$ cat src/rtl/fpu_shift_pkg.sv
// fpu_shift_pkg: shared encodings for the FP add/sub shifter sequencer
// Holds the sequencer state encoding, requester source tags and shift directions.
package fpu_shift_pkg;
   typedef enum logic [1:0] {ST_IDLE, ST_ISSUE, ST_CAPTURE} state_t;
   localparam logic SRC_ALIGN = 1'b0;
   localparam logic SRC_NORM  = 1'b1;
   localparam logic DIR_RIGHT = 1'b0;
   localparam logic DIR_LEFT  = 1'b1;
endpackage

$ cat src/rtl/shift_rr_arbiter.sv
// shift_rr_arbiter: 2-way round-robin grant between alignment and normalization
// Ports: clk, rst; en (grant allowed this cycle); align_req, norm_req;
//        grant (a request was granted), src (granted source, SRC_ALIGN/SRC_NORM).
module shift_rr_arbiter
   import fpu_shift_pkg::*;
(
   input  logic clk,
   input  logic rst,
   input  logic en,
   input  logic align_req,
   input  logic norm_req,
   output logic grant,
   output logic src
);
   logic last_src;
   // On conflict the source that did not win last time is chosen;
   // last_src resets to norm so the first conflict goes to align.
   assign src   = (align_req & norm_req) ? ~last_src : (norm_req ? SRC_NORM : SRC_ALIGN);
   assign grant = en & (align_req | norm_req);
   always_ff @(posedge clk) begin
      if (rst) last_src <= SRC_NORM;
      else if (grant) last_src <= src;
   end
endmodule

$ cat src/rtl/shift_unit_sequencer.sv
// shift_unit_sequencer: time-shares the two-stage barrel shifter between align and norm
// Ports: align_*/norm_* request/operand/ack per requester; flush_i aborts the
//        in-flight op; shf_* drive and observe the shifter; result_o/done_o/
//        done_src_o report a completed shift; busy_o and sticky err_o status.
module shift_unit_sequencer
   import fpu_shift_pkg::*;
#(
   parameter int SWR = 26,
   parameter int EWR = 5
) (
   input  logic           clk,
   input  logic           rst,
   input  logic           align_req_i,
   input  logic [SWR-1:0] align_data_i,
   input  logic [EWR-1:0] align_shamt_i,
   input  logic           align_fill_i,
   output logic           align_ack_o,
   input  logic           norm_req_i,
   input  logic [SWR-1:0] norm_data_i,
   input  logic [EWR-1:0] norm_shamt_i,
   input  logic           norm_fill_i,
   output logic           norm_ack_o,
   input  logic           flush_i,
   output logic [SWR-1:0] shf_data_o,
   output logic           shf_left_right_o,
   output logic [EWR-1:0] shf_shamt_o,
   output logic           shf_bit_shift_o,
   output logic           shf_load_o,
   input  logic [SWR-1:0] shf_data_i,
   input  logic           shf_load_i,
   output logic [SWR-1:0] result_o,
   output logic           done_o,
   output logic           done_src_o,
   output logic           busy_o,
   output logic           err_o
);
   state_t state, state_nx;
   logic grant, src, cur_src, capture_ok, capture_err;
   shift_rr_arbiter u_arb (
      .clk       (clk),
      .rst       (rst),
      .en        (state == ST_IDLE && !flush_i),
      .align_req (align_req_i),
      .norm_req  (norm_req_i),
      .grant     (grant),
      .src       (src)
   );
   always_comb begin
      state_nx    = state == ST_IDLE  ? (grant ? ST_ISSUE : ST_IDLE)
                  : state == ST_ISSUE ? (flush_i ? ST_IDLE : ST_CAPTURE)
                  : ST_IDLE;
      capture_ok  = state == ST_CAPTURE && !flush_i && shf_load_i;
      capture_err = state == ST_CAPTURE && !flush_i && !shf_load_i;
      align_ack_o = grant && src == SRC_ALIGN;
      norm_ack_o  = grant && src == SRC_NORM;
      shf_load_o  = state == ST_ISSUE;
      busy_o      = state != ST_IDLE;
   end
   // Operand registers are the only source of shf_* so requester inputs never
   // reach the shifter combinationally.
   always_ff @(posedge clk) begin
      if (rst) begin
         state            <= ST_IDLE;
         shf_data_o       <= '0;
         shf_shamt_o      <= '0;
         shf_bit_shift_o  <= 1'b0;
         shf_left_right_o <= DIR_RIGHT;
         cur_src          <= SRC_ALIGN;
         result_o         <= '0;
         done_o           <= 1'b0;
         done_src_o       <= SRC_ALIGN;
         err_o            <= 1'b0;
      end else begin
         state  <= state_nx;
         done_o <= capture_ok;
         if (grant) begin
            shf_data_o       <= src == SRC_NORM ? norm_data_i : align_data_i;
            shf_shamt_o      <= src == SRC_NORM ? norm_shamt_i : align_shamt_i;
            shf_bit_shift_o  <= src == SRC_NORM ? norm_fill_i : align_fill_i;
            shf_left_right_o <= src == SRC_NORM ? DIR_LEFT : DIR_RIGHT;
            cur_src          <= src;
         end
         if (capture_ok) begin
            result_o   <= shf_data_i;
            done_src_o <= cur_src;
         end
         if (capture_err) err_o <= 1'b1;
      end
   end
endmodule

$ cat config.mk
export PLATFORM = sky130hd
export DESIGN_NAME = shift_unit_sequencer
export DESIGN_NICKNAME = d
export VERILOG_FILES = /design/src/rtl/fpu_shift_pkg.sv /design/src/rtl/shift_rr_arbiter.sv /design/src/rtl/shift_unit_sequencer.sv
export SDC_FILE = /design/constraint.sdc
export NUM_CORES = 1
export LEC_CHECK = 0
export BUFFER_PORTS_ARGS = -buffer_cell sky130_fd_sc_hd__buf_4
export CORE_MARGIN = 2
export CORE_UTILIZATION = 42
export DETAILED_ROUTE_END_ITERATION = 8
export GPL_TIMING_DRIVEN = 0
export HOLD_SLACK_MARGIN = 0.08
export PLACE_DENSITY = 0.84
export SYNTH_ARGS = -nofsm -noshare
export SYNTH_HDL_FRONTEND = slang
export SYNTH_SLANG_ARGS = --single-unit
$ cat constraint.sdc
create_clock -name clk -period 1.9 [get_ports clk]
set_clock_uncertainty 0.15 [all_clocks]
set_input_delay 0.285 -clock clk [delete_from_list [all_inputs] [get_ports clk]]
set_output_delay 0.285 -clock clk [all_outputs]
set_load 0.02 [all_outputs]
==> out/results.ini <==
[run_status]
violations = negative setup slack
status = finished with violations

[yosys]
postSynth.asyncResetShare_pct = 0
synth_cell_types = 23
synth_flop_cell = dfxtp_1
synth_edf_count = 0
synth_cells = 294
ys.warnings.count = 0
yosysTopAreaCellShare_pct = 51.0
synth.cell_area_um2 = 2550
syn_area_per_cell_um2 = 8.67
ys_ff_latch = 65
synth_top_area_cell = dfxtp_1
seq_area_frac_synth_pct = 51.0
synthTopCellsByArea = dfxtp_1 51%, a221o_1 13%, nand2_1 13%, nor3_1 6.5%, a21oi_1 5.5%
synthesis.nets = 390

[cts]
cts_buffers = 9
cts.root.buffer_cell = clkbuf_8
htree_num_levels = 3
clock_path_buffers = 2
cts_tree = built
cts.reportedPaths.clkPinSlew_ns = 0.07
worstSkewPairLatency_ns = 0.33
clock-sinks = 65

[critical_path]
crit_fanout = 6
critical_path_required_ns = 1.46
reg2regPathDepth = 6
cpPeakStageDelay_ns = 0.53
arrival_ns = 1.48
r2r_setup_slack_ns = 0.02
cp-startpoint = state[1]
startpoint_type = flip-flop
r2r-end = shf_data_o[7]
crit_chain = or4b_4, nor2_1, buf_4
end_kind = output port
r2r_start = state[1]
path_class = reg -> out
critical_path.slowest_cell = or4b_4

[placed_design]
dp_slack_ns = -0.0622
routabilityCongestion = 0.822
io_buffer_count = 159
dp_hpwl_um = 5920

[sta]
max_freq_mhz = 521
period_needed_ns = 1.92
rsz0062_at_grt = true
setup_viol = 1
fin_crit_sh_pct = 101
slew_violations = 0
fin_ws_ns = -0.0198
timing.final.hold_violations = 0
worstMarginPinSlew_ns = 0.542
relSlewSlack_pct = 63.9

[grt]
grt_overflow = 0
grt_pass1_wl_um = 15300
grt_usage_pct = 30.3
grt_max_degree = 12
antenna_found_initial = 0
grt_pass1_vias = 3305

[floorplanning]
die_h_um = 81.9
initial_core_util_pct = 43.3
ios = 162
die_x_um = 81.9
coreArea_um2 = 5890
rows = 28
dieArea_um2 = 6710

[detailed_routing]
routed_wl_um = 10400
vias = 3221
first_pass_iters = 4
drt_iter0_markers = 112
detail-route-antenna-nets = 0
drc_errors = 0
wire_per_inst_um = 17.1
routed_via_density = 5.29

[hold_path]
hold_end = err_o
whs_path_depth = 4
hp-start = shf_load_i
hold_path_class = in -> reg

[power_and_ir_drop]
peakVddDrop_v = 0.000514
cellPowerDensity_nw_per_um2 = 662
leakagePower_nw = 2.10

[cells_and_area]
fin_util_pct = 80.1
drive_above_1_share_pct = 38.2
syn_to_final_growth_pct = 84.9
n_fill_cell = 376
diodes = 0
nNetsFinal = 625

[job]
cap_violations = 0

[flip-flops by register name, summed over array words and instances, names as in the netlist]
signal,cells
result_o,26
shf_data_o,26
shf_shamt_o,5
state,2
done_o,1
done_src_o,1
err_o,1
shf_bit_shift_o,1
shf_left_right_o,1
u_arb.last_src,1
[metal layers]
metal / part of all wire (%) / vias up / track usage (%)
met5: 0 / - / 0
met4: 4.5 / 0 / 18.2
met3: 8.2 / 49 / 8.46
met2: 49 / 176 / 52.4
met1: 38 / 1483 / 32.6
li1: - / 1513 / -
[per-stage QoR]
stage / hold slack, ns / area (um2) / cells / power (mW) / TNS, ns
3_5_place_dp: 0.299 / 3840 / 528 / 2.01 / -1.00
6_report: 0.0835 / 4710 / 609 / 3.12 / -0.0198
3_3_place_gp: 0.292 / 3840 / 528 / 2.00 / -0.643
4_1_cts: 0.0802 / 4610 / 605 / 3.09 / -0.00420
5_1_grt: 0.0934 / 4710 / 609 / 3.22 / -0.710
2_1_floorplan: 0.211 / 2550 / 294 / 1.72 / 0
[placed cells by master (no fill, tap or decap)]
master         count
buf_4            161
nand2_1           87
dfxtp_1           63
dlygate4sd3_1     59
a221o_1           33
nor3_1            30
a21oi_1           28
clkbuf_1          10
clkbuf_8           9
buf_2              8
nor2_1             5
clkbuf_2           4
buf_1              4
clkinv_2           4
nor2b_1            3
nor3_2             3
buf_8              3
clkinvlp_4         2
clkbuf_16          2
buf_6              2
or2_2              1
or4b_4             1
and3_1             1
nor3_4             1
or2_0              1
and2_1             1
or4_1              1
and4bb_2           1
nand4bb_1          1
a32oi_1            1
nor4b_1            1
nor3b_1            1
dfxtp_2            1
dfxtp_4            1
[logic make-up after synthesis]
family | synth area share [%]
flops | 51.0
buf+inv | 5.40
compound gates | 18.8
simple gates | 24.8
[worst max path at each step]
stage | endpoint | slack (ns) | cells after the start
global route | shf_data_o[6] | -0.07 | 5
finish | align_ack_o | -0.02 | 3
CTS | align_ack_o | -0.004 | 3
global placement | shf_data_o[1] | -0.04 | 5
detailed placement | shf_data_o[4] | -0.06 | 5
floorplan | align_ack_o | 0.26 | 2
[worst max-delay path: cells and delay by family (launching register included)]
family | cells | cell delay [ns]
flip-flops | 1 | 0.36
AND/OR/NAND/NOR | 2 | 0.64
buffers and inverters | 1 | 0.16
[cell type report]
type	count	area [um2]	share of cell area [%]
Clock buffer	10	128	2.71
Buffer	28	154	3.26
Tap cell	75	93.8	1.99
Sequential cell	65	1310	27.7
Multi-Input combinational cell	201	1130	23.9
Timing Repair Buffer	224	1870	39.7
Clock inverter	6	35.0	0.743
[cells in the mapped netlist (all sizes together), types with 2 or more instances]
master  instances
nand2          87
dfxtp          65
nor3           34
a221o          33
a21oi          28
buf            15
clkbuf         13
nor2            5
nor2b           3
or2             2
[report_power, final]
| group | switching, mW | internal [mW] | total (mW) |
|---|---|---|---|
| clock | 0.543 | 0.464 | 1.01 |
| sequential | 0.0375 | 1.42 | 1.46 |
| combinational | 0.290 | 0.369 | 0.659 |
[what timing repair did]
item,in CTS,in global routing
endpoints found under the setup margin,1,34
gates resized for setup,2,17
gates cloned,0,2
buffers inserted,2,2
endpoints found under the hold margin,59,0
pin swaps,1,14
hold buffers,59,0
Power figures use the tool's default switching activity.
